## src/rtl/llc_mem_rsp_assembler.sv

```systemverilog
// Collects word-wide memory beats into whole LLC lines and presents them on a valid/ready handshake.
// Optional ping-pong second line buffer enabled by defining LLC_MEM_RSP_SKID_EN.

`ifndef BITS_PER_WORD
`define BITS_PER_WORD 64
`endif
`ifndef WORDS_PER_LINE
`define WORDS_PER_LINE 4
`endif

module llc_mem_rsp_assembler #(
    parameter int WORD_W  = `BITS_PER_WORD,
    parameter int N_WORDS = `WORDS_PER_LINE
) (
    input  logic                      clk,
    input  logic                      rst,
    input  logic                      mem_beat_valid,
    output logic                      mem_beat_ready,
    input  logic [WORD_W-1:0]         mem_beat_data,
    input  logic                      mem_beat_last,
    output logic                      llc_mem_rsp_valid,
    input  logic                      llc_mem_rsp_ready,
    output logic [N_WORDS*WORD_W-1:0] llc_mem_rsp_line,
    output logic                      beat_err
);

    localparam int CNT_W  = $clog2(N_WORDS);
    localparam int LINE_W = N_WORDS * WORD_W;

    typedef logic [LINE_W-1:0] line_t;

    logic [CNT_W-1:0] cnt_q, cnt_d;
    logic             err_q, err_d;
    logic             beatAccept;
    logic             finalBeat;
    logic             rspHandshake;

    assign beatAccept   = mem_beat_valid && mem_beat_ready;
    assign finalBeat    = (cnt_q == CNT_W'(N_WORDS - 1));
    assign rspHandshake = llc_mem_rsp_valid && llc_mem_rsp_ready;

    // The beat counter alone decides line boundaries; 'last' is only cross-checked.
    always_comb begin
        cnt_d = cnt_q;
        err_d = err_q;
        if (beatAccept) begin
            cnt_d = cnt_q + 1'b1;
            if (mem_beat_last != finalBeat) begin
                err_d = 1'b1;
            end
        end
    end

    always_ff @(posedge clk or negedge rst) begin
        if (!rst) begin
            cnt_q <= '0;
            err_q <= 1'b0;
        end else begin
            cnt_q <= cnt_d;
            err_q <= err_d;
        end
    end

    assign beat_err = err_q;

`ifdef LLC_MEM_RSP_SKID_EN

    line_t      lineBuf_q [2];
    logic [1:0] full_q, full_d;
    logic       wrSel_q, wrSel_d;
    logic       rdSel_q, rdSel_d;
    logic       ready_q, ready_d;

    // rdSel always points at the oldest complete line, so delivery follows completion order.
    always_comb begin
        full_d  = full_q;
        wrSel_d = wrSel_q;
        rdSel_d = rdSel_q;
        if (rspHandshake) begin
            full_d[rdSel_q] = 1'b0;
            rdSel_d         = ~rdSel_q;
        end
        if (beatAccept && finalBeat) begin
            full_d[wrSel_q] = 1'b1;
            wrSel_d         = ~wrSel_q;
        end
        ready_d = ~(full_d[0] & full_d[1]);
    end

    always_ff @(posedge clk or negedge rst) begin
        if (!rst) begin
            lineBuf_q[0] <= '0;
            lineBuf_q[1] <= '0;
            full_q       <= 2'b00;
            wrSel_q      <= 1'b0;
            rdSel_q      <= 1'b0;
            ready_q      <= 1'b1;
        end else begin
            if (beatAccept) begin
                lineBuf_q[wrSel_q][int'(cnt_q)*WORD_W +: WORD_W] <= mem_beat_data;
            end
            full_q  <= full_d;
            wrSel_q <= wrSel_d;
            rdSel_q <= rdSel_d;
            ready_q <= ready_d;
        end
    end

    assign mem_beat_ready    = ready_q;
    assign llc_mem_rsp_valid = full_q[rdSel_q];
    assign llc_mem_rsp_line  = lineBuf_q[rdSel_q];

`else

    typedef enum logic {FILL, FULL} state_e;

    state_e state_q;
    line_t  line_q;
    logic   ready_q;
    logic   valid_q;

    always_ff @(posedge clk or negedge rst) begin
        if (!rst) begin
            state_q <= FILL;
            line_q  <= '0;
            ready_q <= 1'b1;
            valid_q <= 1'b0;
        end else begin
            case (state_q)
                FILL: begin
                    if (beatAccept) begin
                        line_q[int'(cnt_q)*WORD_W +: WORD_W] <= mem_beat_data;
                        if (finalBeat) begin
                            state_q <= FULL;
                            ready_q <= 1'b0;
                            valid_q <= 1'b1;
                        end
                    end
                end
                FULL: begin
                    if (llc_mem_rsp_ready) begin
                        state_q <= FILL;
                        ready_q <= 1'b1;
                        valid_q <= 1'b0;
                    end
                end
                default: begin
                    state_q <= FILL;
                    ready_q <= 1'b1;
                    valid_q <= 1'b0;
                end
            endcase
        end
    end

    assign mem_beat_ready    = ready_q;
    assign llc_mem_rsp_valid = valid_q;
    assign llc_mem_rsp_line  = line_q;

`endif

endmodule

```

## config.mk

```make
export PLATFORM = sky130hd
export DESIGN_NAME = llc_mem_rsp_assembler
export DESIGN_NICKNAME = d
export VERILOG_FILES = /design/src/rtl/llc_mem_rsp_assembler.sv
export SDC_FILE = /design/constraint.sdc
export NUM_CORES = 1
export LEC_CHECK = 0
export BUFFER_PORTS_ARGS = -buffer_cell sky130_fd_sc_hd__buf_2
export CORE_MARGIN = 2
export CORE_UTILIZATION = 45
export DETAILED_ROUTE_END_ITERATION = 8
export HOLD_SLACK_MARGIN = 0.06
export PLACE_DENSITY_LB_ADDON = 0.1
export SLEW_MARGIN = 20
export SYNTH_ARGS = -nofsm -noshare
export SYNTH_HDL_FRONTEND = slang
export SYNTH_SLANG_ARGS = --single-unit
```

## constraint.sdc

```tcl
create_clock -name clk -period 1.85 [get_ports clk]
set_input_delay 0.0925 -clock clk [delete_from_list [all_inputs] [get_ports clk]]
set_output_delay 0.0925 -clock clk [all_outputs]
set_load 0.01 [all_outputs]
```

==> flow_summary.ini <==
[cells_and_area]
fin_util_pct = 64.7
layout.cells.non_filler = 1301
final_cell_area_um2 = 13100
drive_gt1_share_pct = 40.6
antenna_cells = 0
final_net_count = 1089
syn2layout_area_growth_pct = 41.0

[logic_synthesis]
ys_ff_latch = 262
synth_top_area_cell = dfrtp_1
netlist_area_um2 = 9310
synth_cells = 602
synth_cell_types = 23
seq_area_frac_synth_pct = 70.4
yosysTopAreaCellShare_pct = 70.1
ys_top_cells_by_area = dfrtp_1 (70%), a22o_1 (24%), clkbuf_1 (1.4%)
postSynthAreaPerCell_um2 = 15.5
syn_nets = 676
yosys_warnings = 0

[floorplanning]
die-area_um2 = 21900
die-width_um = 148
rows = 52
ioPinCount = 328
core-area_um2 = 20300
initial_core_util_pct = 45.9
die_h_um = 148

[worst_hold_path]
hp-class = in2async

[critical_path]
critPathLaunch = cnt_q[0]
endpoint = llc_mem_rsp_line[158]
r2r-end = llc_mem_rsp_line[158]
crit_arrival_ps = 2270
start_kind = flop
rr_worst_depth = 7
rrSetupSlack_ps = 50
critPathCaptureType = flop
required_ps = 2320
crit_type = reg2reg
critical_path.max_fanout = 21
reg2reg_from = cnt_q[0]

[sta]
finalCriticalPeriod_ps = 1800
slew_headroom_pct = 57.4
hold_viol = 0
rsz0062_at_grt = true
whs_ps = 150
finalCritPeriodShare_pct = 97.5
drv_slew = 0
max_slew.worst_pin.slew_ps = 639
fin_worst_skew_ps = 8.13
timing.fmax_mhz = 554
setup_ws_ps = 45.7
setup_violations = 0

[detailed_routing]
first_iter_violations = 289
wire_per_inst_um = 22.7
routed-via-count = 7408
antenna_left = 0
drc_errors = 0
drt_wl_total_um = 29500
via_per_inst = 5.69
first_pass_iters = 5

[clock_network]
cts_buffer_depth = 3
cts_max_level = 1
cts_tree = done
clk_latency_ps = 530
clkSlewWorstSetupHoldPaths_ps = 60
clock_tree.root_cell = clkbuf_16
cts_sinks = 262
cts_buffers = 26

[global_routing]
grt_pass1_wl_um = 45900
antenna_found_initial = 0
grt_pass1_vias = 7778
overflow = 0
grt_max_degree = 73
track_usage_pct = 26.8

[placed_design]
port-buffer-count = 327
dp_hpwl_um = 18500
placed_cell_area_um2 = 11400
dpl_worst_slack_ps = -80.8
place_congestion = 0.823
dp_cells = 1176

[power]
vdd_drop_max_mv = 0.742
power_density_nw_per_um2 = 1420
p_leak_nw = 7.20

[flow_run]
maxCapViolations = 0

[status]
run_status = finished, final reports clean
## sequential cells by signal (all words and copies together), names as in the netlist
signal             flops
mem_beat_ready         1
cnt_q                  2
beat_err               1
llc_mem_rsp_valid      1
llc_mem_rsp_line     256
state_q                1
## critical path, cell delays in order, from the launching register on
cell and delay [ps]:
dfrtp_2 430, inv_4 100, ha_1 150, nand4b_1 170
nor4_4 340, buf_4 180, clkbuf_16 200, a22o_1 150
## layer usage
metal / global-route usage, % / share of wire [%] / vias up
met1: 36.6 / 41 / 3829
met3: 5.31 / 7.7 / 62
li1: - / - / 3159
met5: 0 / 0 / -
met2: 44.1 / 49 / 358
met4: 8.10 / 2.6 / 0
## cell usage after synthesis
| library cell | instances |
|---|---|
| nand2b_1 | 2 |
| buf_4 | 4 |
| inv_1 | 3 |
| nor3_1 | 2 |
| a22o_1 | 256 |
| o21ai_0 | 1 |
| nor4_1 | 1 |
| dfstp_2 | 1 |
| nor4_4 | 1 |
| ha_1 | 5 |
| nand4b_1 | 4 |
| mux2_2 | 1 |
| dfrtp_1 | 261 |
| buf_2 | 7 |
| nor2_1 | 1 |
| buf_1 | 1 |
| nand2_1 | 6 |
| clkbuf_1 | 34 |
| buf_6 | 6 |
| xnor2_1 | 2 |
| nor4_2 | 1 |
| nand4bb_1 | 1 |
| o21bai_1 | 1 |
## report_power, final
group	internal [mW]	switching, mW	total [mW]
Combinational	2.64	2.90	5.54
Clock	2.86	2.09	4.95
Sequential	7.23	0.904	8.13
## layout by cell type (no fill, tap or decap), types with 2 or more instances in the layout
cell	instances
nand2_1	6
clkbuf_16	28
nand4b_1	4
nor4_4	2
a22o_1	256
clkinv_2	2
clkbuf_1	10
buf_4	20
buf_16	2
nand2b_4	2
xnor2_1	2
clkbuf_8	5
buf_2	326
buf_6	5
dlygate4sd3_1	68
ha_1	2
buf_8	4
ha_2	2
dfrtp_1	260
buf_12	11
## stage by stage
| step | total power, mW | TNS, ps |
|---|---|---|
| 3_5_place_dp | 13.4 | -5110 |
| 2_1_floorplan | 10.8 | 0 |
| 3_3_place_gp | 13.3 | 0 |
| 4_1_cts | 18.7 | 0 |
| 6_report | 18.6 | 0 |
| 5_1_grt | 19.5 | -1360 |
## kinds of logic (layout without fill, tap and decap cells)
kind of cell / Yosys count / count (layout) / synth area share, %
mux: 1 / 1 / 0.121
flops: 262 / 262 / 70.4
fa+ha+maj: 5 / 5 / 0.672
buf+inv: 55 / 484 / 2.96
xor+xnor: 2 / 2 / 0.188
simple gates: 19 / 19 / 1.45
compound gates: 258 / 258 / 24.2
## repair_timing
item,CTS,global route
endpoints found under the setup margin,140,166
setup buffers,3,6
resized for setup,13,12
hold endpoints to repair,524,0
gates cloned,3,1
pin swaps,2,4
hold buffers,68,0
## layout make-up
class                           count  area (um2)
Clock buffer                       42         782
Clock inverter                      2        10.0
Fill cell                        1561        7170
Inverter                            3        13.8
Multi-Input combinational cell    285        2550
Sequential cell                   262        6560
Tap cell                          270         338
Timing Repair Buffer              437        2880
## worst min path at each step
| stage | start | cells after the start | end | slack (ps) |
|---|---|---|---|---|
| after floorplan | rst | 0 | beat_err | -200 |
| after global placement | rst | 1 | llc_mem_rsp_line[62] | 120 |
| after detailed placement | rst | 1 | llc_mem_rsp_line[52] | 120 |
| after CTS | rst | 2 | llc_mem_rsp_line[62] | 170 |
| after global routing | rst | 2 | llc_mem_rsp_line[62] | 200 |
| final | rst | 2 | llc_mem_rsp_line[62] | 150 |
Note: power is estimated with default switching activity, not from simulation.
